`src/rtl/posit_defines.sv`:
```
// rtl/posit_defines.sv - shared posit<4,0> constants and the unrounded-result record
package posit_defines;

   localparam logic [3:0] POSIT4_NAR    = 4'b1000;
   localparam logic [3:0] POSIT4_ZERO   = 4'b0000;
   localparam logic [3:0] POSIT4_MAXPOS = 4'b0111;
   localparam logic [3:0] POSIT4_MINPOS = 4'b0001;

   // Magnitude pattern plus round bits, carried from stage 1 to stage 2
   typedef struct packed {
      logic [2:0] m;
      logic       lsb;
      logic       guard;
      logic       sticky;
      logic       sat;
      logic       sign;
      logic       zero;
      logic       nar;
   } posit4_unrounded_t;

endpackage

```
`src/rtl/posit_round_4_0.sv`:
```
// rtl/posit_round_4_0.sv - round-to-nearest-even, negate and special-case selection
module posit_round_4_0
   import posit_defines::*;
(
   input  logic [2:0] m,
   input  logic       lsb,
   input  logic       guard,
   input  logic       sticky,
   input  logic       sat,
   input  logic       sign,
   input  logic       zero,
   input  logic       nar,
   output logic [3:0] posit,
   output logic       inexact
);

   logic       up;
   logic [2:0] mag;
   logic [3:0] pos_word;

   always_comb begin
      up       = guard & (lsb | sticky);
      // Stage-1 rows guarantee m + up never carries out of 3 bits
      mag      = m + {2'b00, up};
      pos_word = {1'b0, mag};
      posit    = pos_word;
      inexact  = guard | sticky | sat;
      if (sign) begin
         posit = ~pos_word + 4'd1;
      end
      if (nar) begin
         posit   = POSIT4_NAR;
         inexact = 1'b0;
      end else if (zero) begin
         posit   = POSIT4_ZERO;
         inexact = 1'b0;
      end
   end

endmodule

```
`src/rtl/posit_encode_4_0.sv`:
```
// rtl/posit_encode_4_0.sv - two-stage valid/ready posit<4,0> encoder with rounding
module posit_encode_4_0
   import posit_defines::*;
(
   input  logic              clk,
   input  logic              rst,
   input  logic              valid_i,
   output logic              ready_o,
   input  logic [3:0]        fraction_i,
   input  logic signed [3:0] scale_i,
   input  logic              sign_i,
   input  logic              zero_i,
   input  logic              NaR_i,
   output logic              valid_o,
   input  logic              ready_i,
   output logic [3:0]        posit_o,
   output logic              inexact_o
);

   posit4_unrounded_t s1_next;
   posit4_unrounded_t s1_q;
   logic              s1_valid;
   logic              s2_advance;
   logic [3:0]        rnd_posit;
   logic              rnd_inexact;

   assign s2_advance = !valid_o | ready_i;
   assign ready_o    = !s1_valid | s2_advance;

   // Map the signed scale onto regime/fraction bit positions of a 4-bit posit
   always_comb begin
      s1_next      = '0;
      s1_next.sign = sign_i;
      s1_next.zero = zero_i;
      s1_next.nar  = NaR_i;
      if (scale_i <= -4'sd3) begin
         s1_next.m   = POSIT4_MINPOS[2:0];
         s1_next.sat = 1'b1;
      end else if (scale_i == -4'sd2) begin
         s1_next.m      = 3'b001;
         s1_next.lsb    = 1'b1;
         s1_next.guard  = fraction_i[3];
         s1_next.sticky = |fraction_i[2:0];
      end else if (scale_i == -4'sd1) begin
         s1_next.m      = {2'b01, fraction_i[3]};
         s1_next.lsb    = fraction_i[3];
         s1_next.guard  = fraction_i[2];
         s1_next.sticky = |fraction_i[1:0];
      end else if (scale_i == 4'sd0) begin
         s1_next.m      = {2'b10, fraction_i[3]};
         s1_next.lsb    = fraction_i[3];
         s1_next.guard  = fraction_i[2];
         s1_next.sticky = |fraction_i[1:0];
      end else if (scale_i == 4'sd1) begin
         s1_next.m      = 3'b110;
         s1_next.guard  = fraction_i[3];
         s1_next.sticky = |fraction_i[2:0];
      end else begin
         s1_next.m   = POSIT4_MAXPOS[2:0];
         s1_next.sat = (scale_i > 4'sd2) | (|fraction_i);
      end
   end

   always_ff @(posedge clk or posedge rst) begin
      if (rst) begin
         s1_valid <= 1'b0;
         s1_q     <= '0;
      end else if (ready_o) begin
         s1_valid <= valid_i;
         if (valid_i) begin
            s1_q <= s1_next;
         end
      end
   end

   posit_round_4_0 u_round (
      .m       (s1_q.m),
      .lsb     (s1_q.lsb),
      .guard   (s1_q.guard),
      .sticky  (s1_q.sticky),
      .sat     (s1_q.sat),
      .sign    (s1_q.sign),
      .zero    (s1_q.zero),
      .nar     (s1_q.nar),
      .posit   (rnd_posit),
      .inexact (rnd_inexact)
   );

   always_ff @(posedge clk or posedge rst) begin
      if (rst) begin
         valid_o   <= 1'b0;
         posit_o   <= POSIT4_ZERO;
         inexact_o <= 1'b0;
      end else if (s2_advance) begin
         valid_o <= s1_valid;
         if (s1_valid) begin
            posit_o   <= rnd_posit;
            inexact_o <= rnd_inexact;
         end
      end
   end

endmodule

```
`config.mk`:
```
export PLATFORM = sky130hd
export DESIGN_NAME = posit_encode_4_0
export DESIGN_NICKNAME = d
export VERILOG_FILES = /design/src/rtl/posit_defines.sv /design/src/rtl/posit_round_4_0.sv /design/src/rtl/posit_encode_4_0.sv
export SDC_FILE = /design/constraint.sdc
export NUM_CORES = 1
export LEC_CHECK = 0
export ABC_AREA = 1
export CAP_MARGIN = 20
export CORE_ASPECT_RATIO = 0.6
export CORE_MARGIN = 3
export CORE_UTILIZATION = 40
export DETAILED_ROUTE_END_ITERATION = 10
export GPL_TIMING_DRIVEN = 0
export PLACE_DENSITY = 0.66
export SLEW_MARGIN = 10
export SYNTH_ARGS = -nofsm -noshare
export SYNTH_HDL_FRONTEND = slang
export SYNTH_SLANG_ARGS = --single-unit
export TNS_END_PERCENT = 20
```
`constraint.sdc`:
```
create_clock -name clk -period 4.94 [get_ports clk]
set_input_delay 0.988 -clock clk [delete_from_list [all_inputs] [get_ports clk]]
set_output_delay 0.988 -clock clk [all_outputs]
set_load 0.005 [all_outputs]
```
Word-level counts from Yosys, hierarchy flattened

Cells that the tools add are included.
W data, S select, Z words.

Bits in registers: 17
Input port bits: 15

Add/sub/neg operators: 2
$lt $le $gt $ge: 2
Equal/unequal tests: 3
Muxes and demuxes: 19
Bitwise operators: 8
Reduce and logical (&&, ||, !) cells: 8

Operators with widths:

| kind                  | count |
|---|---|
| $mux W4               | 3 |
| $mux W6               | 2 |
| $mux W1               | 9 |
| $mux W3               | 3 |
| $eq A4 B2 Y1 const B  | 2 |
| $or A1 B1 Y1          | 6 |
| $add A4 B1 Y4 const B | 1 |
| $eq A4 B1 Y1 const B  | 1 |
| $gt A4 B3 Y1 const B  | 1 |
| $le A4 B3 Y1 const B  | 1 |
| $logic_not A4 Y1      | 1 |
| $mux W2               | 2 |
| $not A3 Y4            | 1 |
| $reduce_and A2 Y1     | 2 |
| $reduce_or A4 Y1      | 1 |
| $add A3 B1 Y3         | 1 |
| $reduce_or A3 Y1      | 1 |
| $logic_not A1 Y1      | 2 |
| $reduce_or A2 Y1      | 1 |
| $and A1 B1 Y1         | 1 |

Depth between registers and ports, before layout

Gate-level depths: netlist (run 1).

Word-level depth: 8
Mapped depth: 9

Modules after synthesis

Synthesis (run 1) repeated with hierarchy kept, for this count alone.

Cell total of the unflattened synthesis: 138
Area, all modules: 1003.5 um^2

By module, submodules not included:

| module           | instances | cells an instance | area an instance (um^2) |
|---|---|---|---|
| posit_encode_4_0 | 1         | 105               | 842.1 |
| posit_round_4_0  | 1         | 33                | 161.4 |

Worst setup path after synthesis (run 1)

No wires, ideal clock.

Kind: input port to output port
Start: input ready_i
End: output ready_o
Data arrival time: 1132 ps
Data required time: 3952 ps
Slack: 2820 ps
Stages: 2
Buffers on the path: 0
Cell sequence: inv_1 nand3_2

Word-level cells in the longest chain between the ends: 2

Ends and longest elaborated chain:

| element            | line                   | RTL |
|---|---|---|
| start: declaration | posit_encode_4_0.sv:15 | `input logic ready_i,` |
| $or A1 B1 Y1       | posit_encode_4_0.sv:27 | `assign s2_advance = !valid_o \| ready_i;` |
| $or A1 B1 Y1       | posit_encode_4_0.sv:28 | `assign ready_o = !s1_valid \| s2_advance;` |
| end: declaration   | posit_encode_4_0.sv:8  | `output logic ready_o,` |

Every way passes these cells.

Final worst setup path (run 1)

Ends and elaborated chain as after synthesis.

==> results of run 1 <==
[synth_stat cells]
master	number	area [µm²]
a21oi_1	2	10.0
a21oi_2	1	8.76
buf_2	1	5.00
clkinv_1	1	3.75
dfrtp_1	17	425
ha_1	3	37.5
inv_1	17	63.8
inv_2	3	11.3
nand2_1	47	176
nand2_2	3	18.8
nand2_4	1	11.3
nand3_1	7	35.0
nand3_2	2	20.0
nor2_1	13	48.8
nor2_4	1	11.3
nor3_1	1	5.00
o21a_1	1	7.51
o21ai_0	7	35.0
o21ai_1	3	15.0
xor2_1	2	17.5
[cell families (layout without fill, tap and decap cells)]
group,Yosys count,count (layout),share of synthesized area (%)
DFF,17,17,44.0
xor gates and xnor gates,2,2,1.81
and+or+nand+nor,75,75,33.8
buffers and inverters,22,47,8.67
adders and majority gates,3,3,3.88
AOI/OAI and AO/OA,14,14,7.89
[final timing paths]
| path | startpoint | to | slack (ns) | cells past startpoint |
|---|---|---|---|---|
| max | ready_i | ready_o | 1.85 | 4 |
| min | posit_o[0] | posit_o[0] | 0.48 | 2 |
| max reg2reg | s1_q[4] | posit_o[2] | 3.12 | 9 |
| min reg2reg | posit_o[0] | posit_o[0] | 0.48 | 2 |
| max in group asynchronous | rst | s1_q[0] | 3.39 | 2 |
| min in group asynchronous | rst | inexact_o | 1.14 | 2 |
[flip-flops by register name, indices dropped and copies added (netlist names)]
signal	cells
posit_o	4
s1_valid	1
s1_q	10
inexact_o	1
valid_o	1
[per-stage QoR]
stage / area (µm²) / hold slack, ns
detailed placement: 1210 / 0.469
CTS: 1260 / 0.487
global route: 1260 / 0.510
floorplan: 967 / 0.455
global placement: 1210 / 0.465
finish: 1260 / 0.484
[cell type report]
cell class	instances	area (µm²)	area share, %
plain buffers	1	5.00	0.397
clock buffers	4	45.0	3.57
inverters	21	78.8	6.26
multi-input cells	94	458	36.3
flip-flops and latches	17	425	33.8
well taps	30	37.5	2.98
repair buffers	21	210	16.7
[worst min-delay path, stage by stage (launching register included)]
cell and delay, ns:
dfrtp_1 0.34, nand2_1 0.05, o21ai_0 0.06
[per-layer routing]
metal / vias up / share of wire [%] / track usage (%)
li1: 457 / - / -
met1: 399 / 49 / 19.3
met2: 21 / 43 / 23.3
met3: 4 / 7.0 / 6.35
met4: 0 / 1.0 / 5.06
met5: - / 0 / 0
[power groups by stage]
stage	logic [mW]	clock network, mW	registers [mW]
after global placement	0.112	0	0.182
after detailed placement	0.115	0	0.183
after global routing	0.128	0.114	0.183
after floorplan	0.0567	0	0.182
final	0.115	0.102	0.181
after CTS	0.116	0.105	0.181
==> results.sh, run 1 <==
export IMPL_cts_path_max_buffers=2
export IMPL_area_delta_synth_final_pct=30.3
export IMPL_grt_max_degree=18
export IMPL_path_cells="clkdlybuf4s50_1 > inv_1 > nand3_2 > clkdlybuf4s50_1"
export IMPL_cp_required_ns=3.95
export IMPL_vdd_drop_max_mv=0.159
export IMPL_critPathCaptureType="output port"
export IMPL_syn_area_per_cell_um2=7.27
export IMPL_period_needed_ns=3.09
export IMPL_syn_nets=151
export IMPL_drt_pass1_iterations=4
export IMPL_post_route_period_util_pct=62.5
export IMPL_dieHeight_um=44.1
export IMPL_setup_slack_ns=1.85
export IMPL_routedWlPerCell_um=11.1
export IMPL_synth_cell_types=20
export IMPL_syn_area_um2=967
export IMPL_ys_ff_latch=17
export IMPL_layout_commonest_cell="nand2_1"
export IMPL_dp_cells=184
export IMPL_p_leak_nw=0.672
export IMPL_cpMostUsedCell="clkdlybuf4s50_1"
export IMPL_grt_pass1_vias=809
export IMPL_drtAntennaViolNets=0
export IMPL_p_clk_share_pct=25.7
export IMPL_routabilityCongestion=0.756
export IMPL_dp_slack_ns=1.85
export IMPL_cts_tree="done"
export IMPL_cts_sinks=17
export IMPL_final_cell_mix="nand2_1 (47), clkdlybuf4s50_1 (21), inv_1 (17), dfrtp_1 (17), nor2_1 (13)"
export IMPL_yosysSeqAreaShare_pct=44.0
export IMPL_p_switching_mw=0.117
export IMPL_grt_pass1_wl_um=3530
export IMPL_clk_pin_slew_ns=0.06
export IMPL_numCtsBuffers=3
export IMPL_cp_max_fo=4
export IMPL_arrival_ns=2.10
export IMPL_drt_iter0_markers=19
export IMPL_drc=0
export IMPL_antenna_found_initial=0
export IMPL_vias_per_cell=4.69
export IMPL_cts_setup_buffers=0
export IMPL_hpwl_um=1650
export IMPL_routed_wl_um=2080
export IMPL_initial_core_util_pct=43.4
export IMPL_fmax_ghz=0.324
export IMPL_hold_buffers=0
export IMPL_total_power_mw=0.397
export IMPL_utilization_pct=56.5
export IMPL_cp_num_buf_inv=3
export IMPL_slew_viol_final=0
export IMPL_nFillCells=222
export IMPL_cell_internal_pwr_mw=0.281
export IMPL_die_w_um=69.5
export IMPL_p_per_area_nw_per_um2=315
export IMPL_slew_headroom_pct=57.1
export IMPL_coreArea_um2=2230
export IMPL_cpMaxStageDelayCell="clkdlybuf4s50_1"
export IMPL_io_pins=22
export IMPL_vias=881
export IMPL_tns_ns=0
export IMPL_hold_viol_final=0
export IMPL_synthCells=133
export IMPL_p_comb_share_pct=28.9
export IMPL_p_sw_share_pct=29.3
export IMPL_hp_class="reg2reg"
export IMPL_clock_latency_ns=0.25
export IMPL_portBuffers=21
export IMPL_start_kind="input port"
export IMPL_fp_row_count=13
export IMPL_overflow=0
export IMPL_die_area_um2=3060
export IMPL_antennaDiodeCount=0
export IMPL_cts_resized=0
export IMPL_grt_total_usage_pct=15.0
export IMPL_setup_viol_count_final=0
export IMPL_seqPwrFrac_pct=45.5
export IMPL_cts_root_buf="clkbuf_8"
export IMPL_rsz0062_at_grt="false"
export IMPL_final_cells=188
export IMPL_fin_nets=177
export IMPL_max_stage_delay_ns=0.51
export IMPL_fin_skew_ns=0.00277
export IMPL_status="complete, no violations"
export IMPL_maxCapViolations=0
export IMPL_drive_above_1_share_pct=9.49
export IMPL_worst_slew_pin_slew_ns=0.643
export IMPL_htree_levels=1
export IMPL_critical_path_class="in2out"
export IMPL_crit_family="buffers and inverters"
export IMPL_yosysWarnings=0
(Power assumes the default switching activity.)
==> run 2, diff against run 1 <==
Clock period 4.94 ns to 3.05 ns, I/O delays scaled along.
==> results of run 2 <==
Same layout as run 1 (identical final DEF). Status: complete, no violations.
Main changes from that run: setup slack after placement 1.85 ns -> 0.717 ns; setup slack after layout 1.85 ns -> 0.718 ns; register-to-register setup slack 3.12 ns -> 1.23 ns; total power 0.397 mW -> 0.644 mW; worst IR drop on VDD 0.159 mV -> 0.258 mV
